==> src/rtl/game2048_pkg.sv <==
// Shared PS/2 scan codes, direction bit positions and FSM encodings.
// Latency: none (constants, types and a pure function).
// Backpressure: not applicable.
package game2048_pkg;

    // Set-2 scan codes used by the game
    localparam logic [7:0] SC_EXT   = 8'hE0;
    localparam logic [7:0] SC_BRK   = 8'hF0;
    localparam logic [7:0] SC_UP    = 8'h75;
    localparam logic [7:0] SC_DOWN  = 8'h72;
    localparam logic [7:0] SC_LEFT  = 8'h6B;
    localparam logic [7:0] SC_RIGHT = 8'h74;
    localparam logic [7:0] SC_S     = 8'h1B;

    // One-hot direction bit positions, same order as KEY[3:0]
    localparam int DIR_UP    = 3;
    localparam int DIR_DOWN  = 2;
    localparam int DIR_LEFT  = 1;
    localparam int DIR_RIGHT = 0;

    // Held-key mask: bits 3..0 mirror the direction bits, bit 4 is the S key
    localparam int HELD_S    = 4;

    typedef enum logic [1:0] {
        RX_IDLE   = 2'd0,
        RX_DATA   = 2'd1,
        RX_PARITY = 2'd2,
        RX_STOP   = 2'd3
    } rx_state_t;

    typedef enum logic [1:0] {
        D_IDLE    = 2'd0,
        D_EXT     = 2'd1,
        D_BRK     = 2'd2,
        D_EXT_BRK = 2'd3
    } dec_state_t;

    // Arrow scan code to one-hot direction; zero for any other code
    function automatic logic [3:0] arrow_onehot(input logic [7:0] code);
        logic [3:0] oh;
        oh = 4'b0000;
        case (code)
            SC_UP:    oh[DIR_UP]    = 1'b1;
            SC_DOWN:  oh[DIR_DOWN]  = 1'b1;
            SC_LEFT:  oh[DIR_LEFT]  = 1'b1;
            SC_RIGHT: oh[DIR_RIGHT] = 1'b1;
            default:  oh = 4'b0000;
        endcase
        return oh;
    endfunction

endpackage

==> src/rtl/ps2_rx.sv <==
// PS/2 serial frame receiver: synchronisers, 11-bit frame FSM, inactivity timeout.
// Latency: byte_valid/byte_err are combinational in the cycle the stop edge (or timeout) is seen.
// Backpressure: none; the keyboard cannot be stalled, so the consumer must take every byte.
module ps2_rx
    import game2048_pkg::*;
#(
    parameter logic [15:0] TIMEOUT_CYCLES = 16'd50000
) (
    input  logic       clock,
    input  logic       reset,
    input  logic       ps2_clk,
    input  logic       ps2_dat,
    output logic [7:0] byte_dat,
    output logic       byte_valid,
    output logic       byte_err
);

    logic       clk_s1_q, clk_s2_q, clk_prev_q;
    logic       dat_s1_q, dat_s2_q;
    rx_state_t  state_q, state_d;
    logic [2:0] bit_cnt_q, bit_cnt_d;
    logic [7:0] shift_q, shift_d;
    logic       par_ok_q, par_ok_d;
    logic [15:0] to_cnt_q, to_cnt_d;
    logic       fall;
    logic       timeout;

    // Two-flop synchronisers plus a delayed copy of the synced clock for edge detection
    always_ff @(posedge clock or posedge reset) begin
        if (reset) begin
            clk_s1_q   <= 1'b1;
            clk_s2_q   <= 1'b1;
            clk_prev_q <= 1'b1;
            dat_s1_q   <= 1'b1;
            dat_s2_q   <= 1'b1;
        end else begin
            clk_s1_q   <= ps2_clk;
            clk_s2_q   <= clk_s1_q;
            clk_prev_q <= clk_s2_q;
            dat_s1_q   <= ps2_dat;
            dat_s2_q   <= dat_s1_q;
        end
    end

    assign fall    = clk_prev_q & ~clk_s2_q;
    // Fires after TIMEOUT_CYCLES consecutive edge-free cycles inside a frame
    assign timeout = (state_q != RX_IDLE) && !fall && (to_cnt_q == TIMEOUT_CYCLES - 16'd1);
    assign byte_dat = shift_q;

    // Frame FSM next state, shift register, parity and timeout bookkeeping
    always_comb begin
        state_d    = state_q;
        bit_cnt_d  = bit_cnt_q;
        shift_d    = shift_q;
        par_ok_d   = par_ok_q;
        byte_valid = 1'b0;
        byte_err   = 1'b0;
        if (state_q == RX_IDLE || fall) begin
            to_cnt_d = 16'd0;
        end else begin
            to_cnt_d = to_cnt_q + 16'd1;
        end

        if (timeout) begin
            state_d  = RX_IDLE;
            byte_err = 1'b1;
            to_cnt_d = 16'd0;
        end else if (fall) begin
            case (state_q)
                RX_IDLE: begin
                    // A high data line at a clock edge is noise, not a start bit
                    if (!dat_s2_q) begin
                        state_d   = RX_DATA;
                        bit_cnt_d = 3'd0;
                    end
                end
                RX_DATA: begin
                    shift_d   = {dat_s2_q, shift_q[7:1]};
                    bit_cnt_d = bit_cnt_q + 3'd1;
                    if (bit_cnt_q == 3'd7) begin
                        state_d = RX_PARITY;
                    end
                end
                RX_PARITY: begin
                    par_ok_d = ^{shift_q, dat_s2_q};
                    state_d  = RX_STOP;
                end
                default: begin
                    state_d = RX_IDLE;
                    if (par_ok_q && dat_s2_q) begin
                        byte_valid = 1'b1;
                    end else begin
                        byte_err = 1'b1;
                    end
                end
            endcase
        end
    end

    // Frame FSM state registers
    always_ff @(posedge clock or posedge reset) begin
        if (reset) begin
            state_q   <= RX_IDLE;
            bit_cnt_q <= 3'd0;
            shift_q   <= 8'd0;
            par_ok_q  <= 1'b0;
            to_cnt_q  <= 16'd0;
        end else begin
            state_q   <= state_d;
            bit_cnt_q <= bit_cnt_d;
            shift_q   <= shift_d;
            par_ok_q  <= par_ok_d;
            to_cnt_q  <= to_cnt_d;
        end
    end

endmodule

==> src/rtl/ps2_direction_decoder.sv <==
// PS/2 keyboard to game move decoder: E0-prefixed arrows -> one-hot direction, S -> start pulse.
// Latency: outputs update on the clock edge after the stop-bit edge is detected.
// Backpressure: direction held with dir_valid until dir_ack; a newer arrow overwrites it.
// Optional: define PS2_TYPEMATIC_FILTER_EN to suppress auto-repeat makes of held keys.
module ps2_direction_decoder
    import game2048_pkg::*;
#(
    parameter logic [15:0] TIMEOUT_CYCLES = 16'd50000
) (
    input  logic       clock,
    input  logic       reset,
    input  logic       ps2_clk,
    input  logic       ps2_dat,
    input  logic       dir_ack,
    output logic [3:0] direction,
    output logic       dir_valid,
    output logic       start_pulse,
    output logic       frame_err
);

    logic [7:0] byte_dat;
    logic       byte_valid;
    logic       byte_err;

    dec_state_t dec_state_q, dec_state_d;
    logic [3:0] direction_q, direction_d;
    logic       dir_valid_q, dir_valid_d;
    logic       start_pulse_q, start_pulse_d;
    logic       frame_err_q, frame_err_d;
    logic [3:0] arrow_oh;
    logic       make_arrow, make_s;
    logic       arrow_fire, start_fire;
`ifdef PS2_TYPEMATIC_FILTER_EN
    logic [4:0] held_q, held_d;
`endif

    ps2_rx #(
        .TIMEOUT_CYCLES (TIMEOUT_CYCLES)
    ) u_rx (
        .clock      (clock),
        .reset      (reset),
        .ps2_clk    (ps2_clk),
        .ps2_dat    (ps2_dat),
        .byte_dat   (byte_dat),
        .byte_valid (byte_valid),
        .byte_err   (byte_err)
    );

    // Decode FSM state register
    always_ff @(posedge clock or posedge reset) begin
        if (reset) begin
            dec_state_q <= D_IDLE;
        end else begin
            dec_state_q <= dec_state_d;
        end
    end

    // Decode FSM next state: track E0 / F0 prefixes, a bad frame drops any prefix
    always_comb begin
        dec_state_d = dec_state_q;
        if (byte_err) begin
            dec_state_d = D_IDLE;
        end else if (byte_valid) begin
            case (dec_state_q)
                D_IDLE: begin
                    if (byte_dat == SC_EXT) begin
                        dec_state_d = D_EXT;
                    end else if (byte_dat == SC_BRK) begin
                        dec_state_d = D_BRK;
                    end
                end
                D_EXT: begin
                    dec_state_d = (byte_dat == SC_BRK) ? D_EXT_BRK : D_IDLE;
                end
                default: dec_state_d = D_IDLE;
            endcase
        end
    end

    // Decode FSM outputs: move/start generation and the pending-move handshake
    always_comb begin
        arrow_oh   = arrow_onehot(byte_dat);
        make_arrow = byte_valid && (dec_state_q == D_EXT) && (arrow_oh != 4'b0000);
        make_s     = byte_valid && (dec_state_q == D_IDLE) && (byte_dat == SC_S);
`ifdef PS2_TYPEMATIC_FILTER_EN
        arrow_fire = make_arrow && ((arrow_oh & held_q[3:0]) == 4'b0000);
        start_fire = make_s && !held_q[HELD_S];
        held_d     = held_q;
        if (arrow_fire) begin
            held_d[3:0] = held_q[3:0] | arrow_oh;
        end
        if (start_fire) begin
            held_d[HELD_S] = 1'b1;
        end
        // Break codes release the key so the next press is reported again
        if (byte_valid && (dec_state_q == D_EXT_BRK)) begin
            held_d[3:0] = held_q[3:0] & ~arrow_oh;
        end
        if (byte_valid && (dec_state_q == D_BRK) && (byte_dat == SC_S)) begin
            held_d[HELD_S] = 1'b0;
        end
`else
        arrow_fire = make_arrow;
        start_fire = make_s;
`endif
        direction_d   = arrow_fire ? arrow_oh : direction_q;
        // A new arrow wins over a simultaneous ack so the move is never lost
        dir_valid_d   = arrow_fire ? 1'b1 : (dir_ack ? 1'b0 : dir_valid_q);
        start_pulse_d = start_fire;
        frame_err_d   = byte_err;
    end

    // Output registers
    always_ff @(posedge clock or posedge reset) begin
        if (reset) begin
            direction_q   <= 4'b0000;
            dir_valid_q   <= 1'b0;
            start_pulse_q <= 1'b0;
            frame_err_q   <= 1'b0;
        end else begin
            direction_q   <= direction_d;
            dir_valid_q   <= dir_valid_d;
            start_pulse_q <= start_pulse_d;
            frame_err_q   <= frame_err_d;
        end
    end

`ifdef PS2_TYPEMATIC_FILTER_EN
    // Held-key mask register
    always_ff @(posedge clock or posedge reset) begin
        if (reset) begin
            held_q <= 5'd0;
        end else begin
            held_q <= held_d;
        end
    end
`endif

    assign direction   = direction_q;
    assign dir_valid   = dir_valid_q;
    assign start_pulse = start_pulse_q;
    assign frame_err   = frame_err_q;

endmodule
==> config.mk <==
export PLATFORM = sky130hd
export DESIGN_NAME = ps2_direction_decoder
export DESIGN_NICKNAME = d
export VERILOG_FILES = /design/src/rtl/game2048_pkg.sv /design/src/rtl/ps2_rx.sv /design/src/rtl/ps2_direction_decoder.sv
export SDC_FILE = /design/constraint.sdc
export NUM_CORES = 1
export LEC_CHECK = 0
export ABC_AREA = 0
export BUFFER_PORTS_ARGS = -buffer_cell sky130_fd_sc_hd__buf_2
export CORE_MARGIN = 8
export CORE_UTILIZATION = 40
export DETAILED_ROUTE_END_ITERATION = 10
export SYNTH_ARGS = -nofsm -noshare
export SYNTH_HDL_FRONTEND = slang
export SYNTH_SLANG_ARGS = --single-unit
==> constraint.sdc <==
create_clock -name clock -period 1.82 [get_ports clock]
set_clock_uncertainty 0.2 [all_clocks]
set_input_delay 0.273 -clock clock [delete_from_list [all_inputs] [get_ports clock]]
set_output_delay 0.273 -clock clock [all_outputs]
set_load 0.05 [all_outputs]
* Word level (Yosys, flattened, before mapping)
Index checks and enable logic that the tools add are counted.
Cells by class: reduce and logical (&&, ||, !) cells 24, equality and inequality tests 16, add/subtract/negate cells 2, bitwise gates (word level) 3, muxes and demuxes 29
Operators by type and width (number):
- $eq 8x7->1 const B | 4
- $mux 16 | 2
- $mux 2 | 9
- $add 16x1->16 const B | 1
- $eq 16x16->1 const B | 1
- $eq 8x8->1 const B | 2
- $mux 1 | 14
- $reduce_bool 2->1 | 5
- $reduce_and 3->1 | 3
- $reduce_xor 9->1 | 1
- $eq 8x5->1 const B | 1
- $logic_and 1x1->1 | 7
- $pmux 2 s3 | 1
- $pmux 3 s2 | 1
- $eq 2x1->1 const B | 2
- $logic_not 2->1 | 2
- $ne 4x4->1 const B | 1
- $pmux 2 s2 | 1
- $reduce_and 4->1 | 1
- $reduce_bool 4->1 | 1
- $add 3x1->3 const B | 1
- $eq 3x3->1 const B | 1
- $mux 3 | 1
- $ne 3x1->1 const B | 1
- 9 further kinds | 10
Word-level totals: register bits after elaboration 44, output and inout port bits 7

* Logic depth before layout (Yosys ltp)
depth after elaboration 9, mapped depth 6, gate-level depth less buffers 6

* Cells and area by module
Synthesis repeated with hierarchy kept, for this count alone.
Second synthesis, totals: cell total of the unflattened synthesis 210, area total of the unflattened synthesis 2220.9 µm²
Modules (own cells, without submodules):
- ps2_rx | cells each 163, instances 1, area an instance 1757.9 µm²
- ps2_direction_decoder | cells each 47, instances 1, area an instance 462.9 µm²

* Least setup slack after synthesis
No wires, ideal clock.
path kind register to register, start point register u_rx.shift_q[0] (netlist: u_rx.byte_dat[0]), end point register direction_q[0] (netlist: direction[0]), setup slack -74 ps, required time 1495 ps, path buffers 0, stages on the path, launching flop included 5, data arrival time 1569 ps, period minus slack after synthesis 1894 ps, cells stage by stage dfrtp_1 > or3b_1 > a211oi_2 > o211a_4 > mux2_4
Between the ends: word-level cells in the longest chain between the ends 4, elaborated cells on any way between the ends 10
Ends and longest elaborated chain:
- start, declared | line ps2_rx.sv:22 | logic [7:0] shift_q, shift_d;
- start signal, assigned | line ps2_rx.sv:111 | shift_q <= shift_d;
- $eq 8x7->1 | line game2048_pkg.sv:42 | case (code)
- $mux 1 | line game2048_pkg.sv:42
- $reduce_bool 4->1 | line ps2_direction_decoder.sv:83 | make_arrow = byte_valid && (dec_state_q == D_EXT) && (arrow_oh != 4'b0000);
- $logic_and 1x1->1 | line ps2_direction_decoder.sv:83
- end signal, assigned | line ps2_direction_decoder.sv:121 | direction_q <= direction_d;
- end, declared | line ps2_direction_decoder.sv:26 | logic [3:0] direction_q, direction_d;
Parallel ways exist; a longest one is shown, timed or not. A chain may end at the register's enable or synchronous reset.

* Final worst setup path
start point register u_rx.shift_q[0] (netlist: u_rx.byte_dat[0]), end point register direction_q[2] (netlist: direction[2])
The elaborated chain is that of the path after synthesis.

==> impl_summary.log <==
INFO  metric drt_first_pass_iters = 4
INFO  metric async_reset_ff_frac = 1.00
INFO  metric synth_most_common_cell = dfrtp_1
INFO  metric synth-seq-cells = 44
INFO  metric viasPerCell = 5.02
INFO  metric mappedNetlistNets = 206
INFO  metric hp-class = input pin to register
INFO  metric grt_start_max_net_pins = 32
INFO  metric netSwitchingFraction = 0.329
INFO  metric final_cell_count_no_fill = 329
INFO  metric clock-sinks = 44
INFO  metric fmax = 521 MHz
INFO  metric final.setup.worst_slack = -0.0992 ns
INFO  metric crit_required = 1.80 ns
INFO  metric rr_worst_depth = 4
INFO  metric p_seq_frac = 0.416
INFO  metric report.final.hold_viol_count = 0
INFO  metric placed_cells = 313
INFO  metric htreeDepth = 2
INFO  metric clock_power_share = 0.206
INFO  metric worst-endpoint-arrival = 1.90 ns
INFO  metric fraction_of_layout_instances_using_a_drive_strength_above_1 = 0.362
INFO  metric synth.lib_cells_used.distinct = 46
INFO  metric synth_enable_flop_cells = 0
INFO  metric floorplan_die_area = 8120 um^2
INFO  metric source_to_sink_clock_delay_at_the_later_pin_of_the_worst_skew_pair = 0.30 ns
INFO  metric remaining_drc_errors = 0
INFO  metric min-delay-start = dir_ack
INFO  metric worst_setup_path_start_kind = register
INFO  metric placer_congestion_estimate = 0.762
INFO  metric worst-setup-path-type = register to register
INFO  metric floorplan.initialDensity = 0.406
INFO  metric r2r_slack = -0.1 ns
INFO  metric final-setup-viol-count = 5
INFO  metric synth_commonest_cells = dfrtp_1, nor2_1, xnor2_1
INFO  metric detail_route.wl_per_cell = 13.4 um
INFO  metric clk_transition_reported_paths = 0.08 ns
INFO  metric worst_slew_margin_rel = 0.625
INFO  metric worst_hold_path.endpoint = dir_valid$_DFFE_PP0P_
INFO  metric layout_stage_area_growth_over_the_synthesis_result = 31.4%
INFO  metric antenna_cells_inserted = 0
INFO  metric place_worst_setup_slack = -0.0873 ns
INFO  metric synth.largest_area_cell = dfrtp_1
INFO  metric grt_overflow_total = 0
INFO  metric final.period_utilization = 1.05
INFO  metric synth_top_area_frac = 0.444
INFO  metric routed_wl = 4410 um
INFO  metric synthesis.area = 2200 um^2
INFO  metric detailroute.via_count = 1652
INFO  metric net-switching-power = 1.02 mW
INFO  metric post-route-min-period = 1.92 ns
INFO  metric grt_use_total = 0.113
INFO  metric tritoncts = built
INFO  metric yosysWarnings = 0
INFO  metric cap_violations = 0
INFO  metric die_height = 90.1 um
INFO  metric synth-main-ff-cell = dfrtp_1
INFO  metric cp-end-kind = register
INFO  metric synth.yosys.seq_area_share = 0.504
INFO  metric whs_path_depth = 3
INFO  metric totalNegativeSetupSlack = -0.428 ns
INFO  metric synth_area_leaders = dfrtp_1, dfstp_2, xnor2_1
INFO  metric timing.rr.start = u_rx.byte_dat[0]$_DFFE_PP0P_
INFO  metric critical_path.max_fanout = 5
INFO  metric initialDrtViolationCount = 65
INFO  metric detail-route-antenna-nets = 0
INFO  metric design.portCount = 12
INFO  metric intPower = 2.09 mW
INFO  metric portBuffers = 11
INFO  metric violations = setup timing
INFO  metric status = complete, but fails checks
INFO  metric synth_area_per_cell = 11.3 um^2
INFO  metric share_comb_of_total_power = 0.377
INFO  metric vdd_drop_max = 0.550 mV
INFO  metric grt_pass1_wl = 7580 um
INFO  metric num-nets-final = 268
INFO  metric placeable_core_region = 5410 um^2
INFO  metric via_count_of_the_first_global_routing_pass = 1656
INFO  metric power.static_leakage = 1.34 nW
INFO  metric fp-row-count = 27
INFO  metric post-route-util = 0.534
INFO  metric clockRootBuffer = clkbuf_8
INFO  metric power_per_cell_area = 1080 nW/um^2
INFO  metric total_clock_buffers_created_by_cts = 5
INFO  metric grt_antenna_before_repair = 0
INFO  metric die_width = 90.1 um
INFO  metric synthCells = 194
INFO  metric report.final.slew_viol_count = 0
INFO  metric rsz0062_at_grt = yes
INFO  metric post-dp-hpwl = 3120 um
INFO  metric worst_r2r_endpoint = direction[2]$_DFFE_PP0P_
INFO  metric worst_pin_slew = 0.560 ns
INFO  metric cts-root-to-sink-buffers = 2
[area by class of cell]
type	instances	area, um^2
multi-input combinational	136	1110
inverter	10	37.5
fill	497	2520
sequential	44	1110
clock buffer	6	82.6
clock inverter	2	10.0
timing repair buffer	59	448
tap	72	90.1
[timing repair]
| action | in CTS | in global routing |
|---|---|---|
| hold buffers | 3 | 0 |
| buffers inserted | 3 | 2 |
| gates resized for setup | 2 | 11 |
| pin swaps | 0 | 3 |
| hold endpoints to repair | 15 | 0 |
| endpoints found under the setup margin | 6 | 12 |
[critical path: stages (launching register included)]
cell,delay [ns]
dfrtp_1,0.43
or3b_4,0.41
a211oi_4,0.23
o211a_4,0.23
mux2_4,0.30
[cell usage in the layout, fill, tap and decap left out, types with 2 or more instances in the layout]
| master | n |
|---|---|
| buf_4 | 43 |
| dfrtp_1 | 39 |
| nor2_1 | 20 |
| xnor2_1 | 11 |
| buf_2 | 11 |
| inv_1 | 9 |
| nand4_1 | 8 |
| mux2_1 | 7 |
| xor2_1 | 7 |
| nand2_1 | 6 |
| nor3_1 | 6 |
| clkbuf_8 | 6 |
| nand2b_1 | 5 |
| a32o_1 | 5 |
| nand3_1 | 5 |
| ha_1 | 5 |
| dfstp_2 | 5 |
| a21oi_1 | 4 |
| mux2_4 | 4 |
| nor4_2 | 3 |
| o21ai_0 | 3 |
| nor4_1 | 3 |
| dlygate4sd3_1 | 3 |
| a21oi_2 | 2 |
| or3_4 | 2 |
| and2_1 | 2 |
| a31o_2 | 2 |
| and4_1 | 2 |
| ha_2 | 2 |
| clkinv_2 | 2 |
| buf_12 | 2 |
[flip-flops by register name, summed over array words and instances (netlist names)]
signal / cells
dec_state_q: 2
dir_valid: 1
direction: 4
frame_err: 1
start_pulse: 1
u_rx.bit_cnt_q: 3
u_rx.byte_dat: 8
u_rx.clk_prev_q: 1
u_rx.clk_s1_q: 1
u_rx.clk_s2_q: 1
u_rx.dat_s1_q: 1
u_rx.dat_s2_q: 1
u_rx.par_ok_q: 1
u_rx.state_q: 2
u_rx.to_cnt_q: 16
[layer usage]
layer | global-route usage | up-vias | routed length (um)
li1 | - | 813 | -
met2 | 0.174 | 27 | 2030
met4 | 0.0416 | 0 | 61
met3 | 0.0324 | 9 | 185
met1 | 0.148 | 803 | 2140
met5 | 0 | - | 0
[power by group through the flow]
stage          clock network, mW  registers [mW]  logic, mW
2_1_floorplan                  0            1.30      0.669
3_3_place_gp                   0            1.30       1.10
3_5_place_dp                   0            1.31       1.11
4_1_cts                    0.663            1.29       1.14
5_1_grt                    0.705            1.32       1.32
6_report                   0.641            1.29       1.17
[worst max-delay path by stage]
stage / from / end
floorplan: u_rx.byte_dat[2]$_DFFE_PP0P_ / direction[0]$_DFFE_PP0P_
global placement: u_rx.byte_dat[1]$_DFFE_PP0P_ / direction[0]$_DFFE_PP0P_
detailed placement: u_rx.byte_dat[1]$_DFFE_PP0P_ / direction[2]$_DFFE_PP0P_
CTS: u_rx.byte_dat[2]$_DFFE_PP0P_ / direction[2]$_DFFE_PP0P_
global route: u_rx.byte_dat[0]$_DFFE_PP0P_ / direction[2]$_DFFE_PP0P_
finish: u_rx.byte_dat[0]$_DFFE_PP0P_ / direction[2]$_DFFE_PP0P_
[logic make-up (layout without fill, tap and decap cells)]
kind of cell / Yosys count / count (layout) / share of synthesized area
simple gates: 75 / 75 / 0.197
flops: 44 / 44 / 0.504
compound gates: 22 / 22 / 0.0775
xor+xnor: 19 / 19 / 0.0821
buf+inv: 14 / 77 / 0.0262
mux: 13 / 13 / 0.0729
fa+ha+maj: 7 / 7 / 0.0399
[through the flow]
| step | hold slack, ns | instance area (um^2) | total power, mW |
|---|---|---|---|
| after global routing | 0.0425 | 2890 | 3.34 |
| after floorplan | 0.0775 | 2200 | 1.97 |
| after CTS | 0.0287 | 2800 | 3.09 |
| final | 0.0385 | 2890 | 3.11 |
| after global placement | 0.0738 | 2660 | 2.40 |
| after detailed placement | 0.0761 | 2660 | 2.41 |
Power figures use the tool's default switching activity.
